`src/rtl/mb_reconstruct_add_pkg.sv`:
```
// Shared types and constants for the macroblock reconstruction stage.
package mb_reconstruct_add_pkg;

  typedef enum logic [1:0] {
    RECON_IDLE  = 2'd0,
    RECON_ISSUE = 2'd1,
    RECON_DRAIN = 2'd2
  } recon_state_t;

  localparam int unsigned PIX_PER_BLOCK = 64;
  localparam int unsigned RD_CNT_W      = 9;
  localparam int unsigned PRED_ADDR_W   = 11;
  localparam int unsigned PRED_BANK_BIT = 10;
  localparam int unsigned PIX_W         = 8;
  localparam int unsigned BLK_W         = 3;
  localparam int unsigned IDX_W         = 6;
  localparam int unsigned SUM_W         = 11;

  localparam logic signed [SUM_W-1:0] SAT_LO = 11'sd0;
  localparam logic signed [SUM_W-1:0] SAT_HI = 11'sd255;

  typedef struct packed {
    logic [PIX_W-1:0] pixel;
    logic [BLK_W-1:0] block;
    logic [IDX_W-1:0] index;
  } pix_entry_t;

  // Clamp a signed prediction+residual sum into the 8-bit pixel range.
  function automatic logic [PIX_W-1:0] saturate_pixel(input logic signed [SUM_W-1:0] sum);
    if (sum < SAT_LO) return PIX_W'(SAT_LO);
    if (sum > SAT_HI) return PIX_W'(SAT_HI);
    return sum[PIX_W-1:0];
  endfunction

endpackage

```
`src/rtl/mb_reconstruct_add_fifo.sv`:
```
// recon_out_fifo: synchronous FIFO with same-cycle push/pop (even when full) and occupancy count.
module recon_out_fifo #(
  parameter int unsigned DEPTH = 4,
  parameter int unsigned WIDTH = 17
) (
  input  logic                     clock,
  input  logic                     reset,
  input  logic                     push,
  input  logic [WIDTH-1:0]         push_data,
  input  logic                     pop,
  output logic [WIDTH-1:0]         head,
  output logic                     valid,
  output logic [$clog2(DEPTH):0]   count
);

  localparam int unsigned AW = $clog2(DEPTH);
  localparam int unsigned CW = AW + 1;

  logic [WIDTH-1:0] mem [DEPTH];
  logic [AW-1:0]    wr_ptr;
  logic [AW-1:0]    rd_ptr;
  logic [CW-1:0]    count_next;

  always_comb begin
    count_next = count;
    if (push && !pop)      count_next = count + CW'(1);
    else if (pop && !push) count_next = count - CW'(1);
  end

  always_ff @(posedge clock) begin
    if (reset) begin
      wr_ptr <= '0;
      rd_ptr <= '0;
      count  <= '0;
      valid  <= 1'b0;
    end else begin
      if (push) wr_ptr <= wr_ptr + AW'(1);
      if (pop)  rd_ptr <= rd_ptr + AW'(1);
      count <= count_next;
      valid <= (count_next != '0);
    end
  end

  // Entries are cleared on reset so the head reads zero while empty.
  for (genvar g = 0; g < DEPTH; g++) begin : g_entry
    always_ff @(posedge clock) begin
      if (reset)                            mem[g] <= '0;
      else if (push && (wr_ptr == AW'(g)))  mem[g] <= push_data;
    end
  end

  assign head = mem[rd_ptr];

endmodule

```
`src/rtl/mb_reconstruct_add.sv`:
```
// Macroblock reconstruction: prediction + residual, saturated, streamed out over valid/ready.
// Optional running pixel checksum port enabled by RECON_CHECKSUM_EN.
module mb_reconstruct_add
  import mb_reconstruct_add_pkg::*;
#(
  parameter int unsigned BLOCKS_PER_MB = 6,
  parameter int unsigned RESID_W       = 9,
  parameter int unsigned FIFO_DEPTH    = 4
) (
  input  logic                     clock,
  input  logic                     reset,
  input  logic                     Start_Recon_I,
  input  logic                     Pred_Bank_I,
  input  logic [BLOCKS_PER_MB-1:0] Coded_Block_Pattern_I,
  input  logic                     Intra_MB_I,
  output logic [PRED_ADDR_W-1:0]   Pred_Addr_O,
  input  logic [PIX_W-1:0]         Pred_Data_I,
  output logic [RD_CNT_W-1:0]      Resid_Addr_O,
  output logic                     Resid_Rd_O,
  input  logic [RESID_W-1:0]       Resid_Data_I,
  output logic [PIX_W-1:0]         Pix_Data_O,
  output logic [BLK_W-1:0]         Pix_Block_O,
  output logic [IDX_W-1:0]         Pix_Index_O,
  output logic                     Pix_Valid_O,
  input  logic                     Pix_Ready_I,
`ifdef RECON_CHECKSUM_EN
  output logic [15:0]              Checksum_O,
`endif
  output logic                     Done_Recon_O
);

  localparam int unsigned FCNT_W = $clog2(FIFO_DEPTH) + 1;
  localparam int unsigned CRED_W = FCNT_W + 1;
  localparam logic [RD_CNT_W-1:0] LAST_RD = RD_CNT_W'(BLOCKS_PER_MB * PIX_PER_BLOCK - 1);

  recon_state_t state, state_next;

  logic [RD_CNT_W-1:0]      rd_cnt;
  logic [RD_CNT_W-1:0]      issue_addr_c;
  logic [PRED_ADDR_W-1:0]   pred_addr_c;
  logic [BLOCKS_PER_MB-1:0] cbp_q, cbp_c;
  logic                     bank_q, bank_c, intra_q;
  logic                     start_c, issue_c, coded_c, credit_c, fifo_empty_next_c;
  logic [CRED_W-1:0]        used_c;

  logic                     rd_v, dat_v, dat_coded;
  logic [RD_CNT_W-1:0]      dat_addr;

  logic [PIX_W-1:0]         pred_c;
  logic signed [SUM_W-1:0]  pred_ext, resid_ext;
  pix_entry_t               push_entry, head;
  logic                     pop;
  logic [FCNT_W-1:0]        fifo_count;

  assign pop = Pix_Valid_O && Pix_Ready_I;

  // Credit covers the read being presented and the one whose data is landing now.
  assign used_c   = CRED_W'(fifo_count) + CRED_W'(rd_v) + CRED_W'(dat_v);
  assign credit_c = used_c < CRED_W'(FIFO_DEPTH);
  assign fifo_empty_next_c = (fifo_count == '0) || ((fifo_count == FCNT_W'(1)) && pop);

  // Next state and the read decision for the following cycle.
  always_comb begin
    state_next   = state;
    start_c      = 1'b0;
    issue_c      = 1'b0;
    issue_addr_c = rd_cnt;
    bank_c       = bank_q;
    cbp_c        = cbp_q;
    case (state)
      RECON_IDLE: begin
        if (Start_Recon_I) begin
          start_c      = 1'b1;
          issue_c      = 1'b1;
          issue_addr_c = '0;
          bank_c       = Pred_Bank_I;
          cbp_c        = Coded_Block_Pattern_I;
          state_next   = RECON_ISSUE;
        end
      end
      RECON_ISSUE: begin
        if (credit_c) begin
          issue_c = 1'b1;
          if (rd_cnt == LAST_RD) state_next = RECON_DRAIN;
        end
      end
      RECON_DRAIN: begin
        if (!rd_v && !dat_v && fifo_empty_next_c) state_next = RECON_IDLE;
      end
      default: state_next = RECON_IDLE;
    endcase
    coded_c     = cbp_c[issue_addr_c[RD_CNT_W-1 -: BLK_W]];
    pred_addr_c = PRED_ADDR_W'(issue_addr_c);
    pred_addr_c[PRED_BANK_BIT] = bank_c;
  end

  always_ff @(posedge clock) begin
    if (reset) begin
      state        <= RECON_IDLE;
      rd_cnt       <= '0;
      bank_q       <= 1'b0;
      cbp_q        <= '0;
      intra_q      <= 1'b0;
      rd_v         <= 1'b0;
      dat_v        <= 1'b0;
      dat_addr     <= '0;
      dat_coded    <= 1'b0;
      Pred_Addr_O  <= '0;
      Resid_Addr_O <= '0;
      Resid_Rd_O   <= 1'b0;
      Done_Recon_O <= 1'b1;
    end else begin
      state        <= state_next;
      Done_Recon_O <= (state_next == RECON_IDLE);
      if (start_c) begin
        bank_q  <= Pred_Bank_I;
        cbp_q   <= Coded_Block_Pattern_I;
        intra_q <= Intra_MB_I;
      end
      rd_v       <= issue_c;
      Resid_Rd_O <= issue_c && coded_c;
      if (issue_c) begin
        Pred_Addr_O  <= pred_addr_c;
        Resid_Addr_O <= issue_addr_c;
        rd_cnt       <= issue_addr_c + RD_CNT_W'(1);
      end
      dat_v     <= rd_v;
      dat_addr  <= Resid_Addr_O;
      dat_coded <= Resid_Rd_O;
    end
  end

  // Read data lands one cycle after its address; uncoded blocks ignore the residual bus.
  always_comb begin
    pred_c           = intra_q ? '0 : Pred_Data_I;
    pred_ext         = SUM_W'(pred_c);
    resid_ext        = dat_coded ? SUM_W'($signed(Resid_Data_I)) : '0;
    push_entry.pixel = saturate_pixel(pred_ext + resid_ext);
    push_entry.block = dat_addr[RD_CNT_W-1 -: BLK_W];
    push_entry.index = dat_addr[IDX_W-1:0];
  end

  recon_out_fifo #(
    .DEPTH (FIFO_DEPTH),
    .WIDTH ($bits(pix_entry_t))
  ) u_fifo (
    .clock     (clock),
    .reset     (reset),
    .push      (dat_v),
    .push_data (push_entry),
    .pop       (pop),
    .head      (head),
    .valid     (Pix_Valid_O),
    .count     (fifo_count)
  );

  assign Pix_Data_O  = head.pixel;
  assign Pix_Block_O = head.block;
  assign Pix_Index_O = head.index;

`ifdef RECON_CHECKSUM_EN
  always_ff @(posedge clock) begin
    if (reset || start_c) Checksum_O <= '0;
    else if (pop)         Checksum_O <= Checksum_O + 16'(Pix_Data_O);
  end
`endif

endmodule

```
`config.mk`:
```
export PLATFORM = sky130hd
export DESIGN_NAME = mb_reconstruct_add
export DESIGN_NICKNAME = d
export VERILOG_FILES = /design/src/rtl/mb_reconstruct_add_pkg.sv /design/src/rtl/mb_reconstruct_add_fifo.sv /design/src/rtl/mb_reconstruct_add.sv
export SDC_FILE = /design/constraint.sdc
export NUM_CORES = 1
export LEC_CHECK = 0
export BUFFER_PORTS_ARGS = -buffer_cell sky130_fd_sc_hd__buf_2
export CAP_MARGIN = 40
export CORE_AREA = 8 8 117 119
export DETAILED_ROUTE_END_ITERATION = 6
export DIE_AREA = 0 0 125 127
export GPL_ROUTABILITY_DRIVEN = 0
export HOLD_SLACK_MARGIN = 0.06
export PLACE_DENSITY_LB_ADDON = 0.25
export SLEW_MARGIN = 25
export SYNTH_ARGS = -nofsm -noshare
export SYNTH_HDL_FRONTEND = slang
export SYNTH_SLANG_ARGS = --single-unit
```
`constraint.sdc`:
```
create_clock -name clock -period 5.36 [get_ports clock]
set_clock_uncertainty 0.2 [all_clocks]
set_input_delay 0.268 -clock clock [delete_from_list [all_inputs] [get_ports clock]]
set_output_delay 0.268 -clock clock [all_outputs]
set_load 0.01 [all_outputs]
```
Word-level counts from Yosys, hierarchy flattened
Memories as Yosys holds them, arrays and structs flattened. A register that Yosys moved wholly into a read port is not among the register bits.
Index checks and enable logic that the tools add are counted.
{"block": "totals", "input_bits": 29, "ramBits": 68, "memories": 1, "out_inout_bits": 40, "regBits": 60}
{"memory": "u_fifo.mem", "words": 4, "width": 17, "read_ports": 1, "rd_clocked_by_memory_dff": 1, "wr": 4, "line": "mb_reconstruct_add_fifo.sv:19", "source": "logic [WIDTH-1:0] mem [DEPTH];"}
{"block": "classes", "muxes": 48, "n_reduce_logical": 20, "bitwise_logic": 4, "n_addsub": 8, "n_eq_ne": 7, "n_lt_le_gt_ge": 4}
{"cell": "$mux W17", "n": 4}
{"cell": "$mux W8", "n": 5}
{"cell": "$mux W1", "n": 23}
{"cell": "$mux W9", "n": 2}
{"cell": "$mux W2", "n": 6}
{"cell": "$mux W6", "n": 2}
{"cell": "$add A9 B11 Y11", "n": 1}
{"cell": "$gt A11 B9 Y1 const B", "n": 1}
{"cell": "$logic_and A1 B1 Y1", "n": 11}
{"cell": "$lt A11 B1 Y1 const B", "n": 1}
{"cell": "$mux W11", "n": 1}
{"cell": "$add A9 B1 Y9 const B", "n": 1}
{"cell": "$eq A9 B9 Y1 const B", "n": 1}
{"cell": "$eq A2 B2 Y1 const B", "n": 3}
{"cell": "$logic_not A2 Y1", "n": 3}
{"cell": "$mux W3", "n": 2}
{"cell": "$pmux W2 S3", "n": 1}
{"cell": "$add A2 B1 Y2 const B", "n": 2}
{"cell": "$add A3 B1 Y4", "n": 1}
{"cell": "$add A4 B1 Y4", "n": 1}
{"cell": "$eq A2 B1 Y1 const B", "n": 2}
{"cell": "$lt A3 B4 Y1 const B", "n": 1}
{"cell": "$lt A4 B3 Y1 const B", "n": 1}
{"cell": "$or A1 B1 Y1", "n": 4}
{"cell": "9 further kinds", "n": 11}

Longest topological paths before layout
{"block": "logic_depth", "depth_word": 8, "depth_mapped": 10}

Modules after synthesis
From an unflattened synthesis, not the netlist that was laid out.
{"block": "hier_totals", "cells_unflattened": 502, "hier_area_um2": 5771.8}
{"module": "recon_out_fifo", "area_each_um2": 3508.4, "cells_per_inst": 229, "seq_area_each_um2": 2242.2, "n_inst": 1}
{"module": "mb_reconstruct_add", "area_each_um2": 2263.4, "cells_per_inst": 273, "seq_area_each_um2": 860.8, "n_inst": 1}

Worst setup path before layout
No wires, ideal clock.
{"block": "synth_timing", "path_type": "flip-flop to flip-flop", "startpoint": "register intra_q", "endpoint": "memory u_fifo.mem[0][15] (data pin)", "arrival_time_ns": 2.407, "t_required_ns": 4.894, "synth_period_minus_slack_ns": 2.873, "slack_ns": 2.487, "stages_incl_launch_ff": 9, "path_buffers": 0, "cell_sequence": "dfxtp_1 -> nor2b_1 -> ha_1 -> fa_1 -> a211o_2 -> a2111oi_4 -> nor2_1 -> o32ai_2 -> nor2_1"}
{"item": "start, declared", "line": "mb_reconstruct_add.sv:42", "source": "logic bank_q, bank_c, intra_q;"}
{"item": "start signal, assigned", "line": "mb_reconstruct_add.sv:118", "source": "intra_q <= Intra_MB_I;"}
{"item": "end, declared", "line": "mb_reconstruct_add_fifo.sv:19"}

==> results.md <==
* Core Util, Final at 0.5798
* Total gr overflow at 0
* Post-synth top flop: edfxtp_1
* Root Driver: clkbuf_16
* Vias in the first global route at 3997
* Crit share post-route at 0.5837
* Drt wl/cell at 16.55 um
* Post-synth EDFFs at 68
* Total track usage at 0.1583
* Hold WC Path Type: in2reg
* 1st-pass router iterations at 4
* Row cnt at 40
* # H-tree levels at 4
* I/O pins at 69
* Worst IR Drop VDD at 0.2584 mV
* Sw Share at 0.2543
* Cts hold-fix bufs at 9
* Starting Density at 0.4853
* Final net count at 617
* Post-synthesis instance area at 0.005732 mm2
* Share of layout cells above drive strength 1 at 0.2371
* TritonCTS clock tree: built
* DRT antenna net count at 0
* Comb pwr share at 0.139
* Largest net degree at the start of global routing at 50
* Hpwl dp at 8300 um
* Core area at 0.01181 mm2
* Startpoint Class: flip-flop
* Critical path endpoint category: flip-flop
* Crit-path max cell delay at 480 ps
* DIE AREA at 0.01588 mm2
* First-pass GRT wire length at 20200 um
* Total Neg Setup Slack at 0 ps
* Async set-or-reset flop fraction in the synthesized netlist at 0
* Fillers at 973
* Die height at 127 um
* Clk pwr share at 0.430
* Yosys Warn Count at 0
* Die X at 125 um
* Leak Pwr at 2.764 nW
* Max-cap violations at 0
* Syn_nets at 546
* Worst Path Buf+Inv at 0
* Drc violations at 0
* Distinct cells, synth at 55
* NetSw at 627.0 uW
* Power per cell area at 360.1 mW/mm2
* Clock Tree Buf Depth at 2
* Vias per Instance at 5.311
* CP delay by family, top: compound AO/OA/AOI/OAI gates
* Crit-path slowest cell: dfxtp_1
* CTS clk-pin slew, worst paths at 50 ps
* Cells after synthesis at 498
* Initial antenna violation count at 0
* Max Freq at 319.6 MHz
* Port bufs at 67
* Crit path DAT at 3080 ps
* Reg power frac at 0.430
* R2R Setup Slk at 2230 ps
* Slew margin rel. at 0.4986
* CP Max Fanout at 9
* Tightest Pin Transition at 752.1 ps
* Final hold viol count at 0
* Storage element area at 0.003103 mm2
* Worst skew pair latency at 410 ps
* Min cycle time layout at 3129 ps
* Via count at 3872
* Most frequent cells in the layout: nor2_1, edfxtp_1, buf_2
* Area of the multi-input gates at 0.002436 mm2
* Most common cell after layout, fill and taps aside: nor2_1
* Synthesized area per cell at 11.51 um2
* Register bit count reported by yosys at 121
* Area Overhead vs Synth at 19.47%
* Clock Sinks at 121
* Setup bufs post-CTS at 0
* Post-cts repair resize count at 0
* # setup viols final at 0
* Iter 0 DRT Violations at 197
* Critical path type: reg2reg
* Routed WL at 12060 um
* Crit-path cells: nor2b_1 -> ha_1 -> fa_1 -> a211o_2 -> a2111oi_4 -> o21ai_2 -> o22ai_1 -> nor2_1
* CTS Buf Count at 17
* Ant. Diodes at 0
* Fin. max-slew vios at 0
* Status: finished clean
* RSZ-0062 raised after global routing: no
* Power Internal at 1.839 mW
* Required @ worst endpoint at 5310 ps
* Post-synthesis sequential area ratio at 0.5414
==> power by group through the flow <==
stage	clock (mW)	sequential, mW	combinational (mW)
floorplan	0	1.07	0.244
CTS	1.07	1.06	0.347
global route	1.12	1.07	0.379
detailed placement	0	1.08	0.338
global placement	0	1.08	0.325
finish	1.06	1.06	0.344
==> stage by stage <==
stage | area, um2 | worst slack [ps] | std cells | hold slack (ps) | power (mW)
CTS | 6818 | 2225 | 727 | 118.6 | 2.483
floorplan | 5732 | 2487 | 498 | 204.0 | 1.316
global route | 6848 | 2007 | 729 | 166.6 | 2.571
global placement | 6100 | 2335 | 681 | 244.9 | 1.404
detailed placement | 6163 | 2244 | 686 | 251.4 | 1.419
finish | 6848 | 2231 | 729 | 129.6 | 2.466
==> cells in the mapped netlist (2+ instances only) <==
cell | instances | share of area
edfxtp_1 | 68 | 0.36
o21ai_0 | 6 | 0.0052
a31oi_1 | 2 | 0.0022
mux2i_1 | 13 | 0.023
and2_1 | 49 | 0.053
nor2b_1 | 21 | 0.023
xor2_1 | 6 | 0.0092
and3_1 | 3 | 0.0033
o21a_1 | 4 | 0.0052
ha_1 | 18 | 0.039
o41ai_1 | 2 | 0.0031
buf_1 | 5 | 0.0033
xnor2_1 | 10 | 0.015
nor2_1 | 69 | 0.045
inv_1 | 7 | 0.0046
a21oi_1 | 20 | 0.017
a21o_1 | 3 | 0.0039
dfxtp_1 | 53 | 0.19
mux4_2 | 18 | 0.071
nand3_1 | 3 | 0.0026
nand2b_1 | 8 | 0.0087
o211ai_1 | 3 | 0.0039
o22ai_1 | 3 | 0.0033
clkbuf_1 | 14 | 0.0092
buf_2 | 4 | 0.0035
nand2_1 | 38 | 0.025
a22oi_2 | 2 | 0.0044
or2_2 | 4 | 0.0044
a211oi_1 | 5 | 0.0065
buf_4 | 10 | 0.013
nand4_1 | 3 | 0.0033
==> final cells by class <==
cell class / instances / area share
timing repair buffer: 85 / 0.07802
clock inverter: 13 / 0.01772
multi-input combinational: 337 / 0.3557
clock buffer: 19 / 0.06468
inverter: 7 / 0.003837
sequential: 121 / 0.4531
tap: 147 / 0.02686
==> layer usage <==
metal,routed length (um),GRT usage,up-vias
met5,0,0,-
met3,519,0.04118,11
met4,111,0.04513,0
li1,-,-,1889
met1,5214,0.1897,1873
met2,6217,0.2758,99
==> state kept, by name (all words and copies together), names as in the netlist, named ones only <==
name           count
u_fifo.mem        68
dat_addr           9
rd_cnt             9
Resid_Addr_O       8
cbp_q              6
u_fifo.count       3
Pred_Addr_O        2
state              2
u_fifo.rd_ptr      2
u_fifo.wr_ptr      2
Done_Recon_O       1
Resid_Rd_O         1
bank_q             1
dat_coded          1
dat_v              1
intra_q            1
rd_v               1
u_fifo.valid       1
==> worst reg2reg max path: cells and delay by family (launching register included) <==
kind,cells,cell delay (ps)
AO/OA/AOI/OAI,4,1330
adder cells (fa/ha/maj),2,670
flip-flops,1,480
AND/OR/NAND/NOR,2,180
==> kinds of logic (layout without fill, tap and decap cells) <==
group	count (synthesis)	after routing	share of synthesized area
mux	32	32	0.09539
buf+inv	40	124	0.03362
simple gates	202	202	0.1735
flops	121	121	0.5414
fa+ha+maj	19	19	0.04279
xor+xnor	16	16	0.02445
other cells	1	1	0.0006543
compound gates	67	67	0.08819
==> final timing paths <==
kind | cells after the start | endpoint | start
max | 8 | u_fifo.mem[1][14] | intra_q
min | 4 | u_fifo.count[0] | Pix_Ready_I
max reg2reg | 8 | u_fifo.mem[1][14] | intra_q
min reg2reg | 2 | cbp_q[0] | cbp_q[0]
Note: power is estimated with default switching activity, not from simulation.
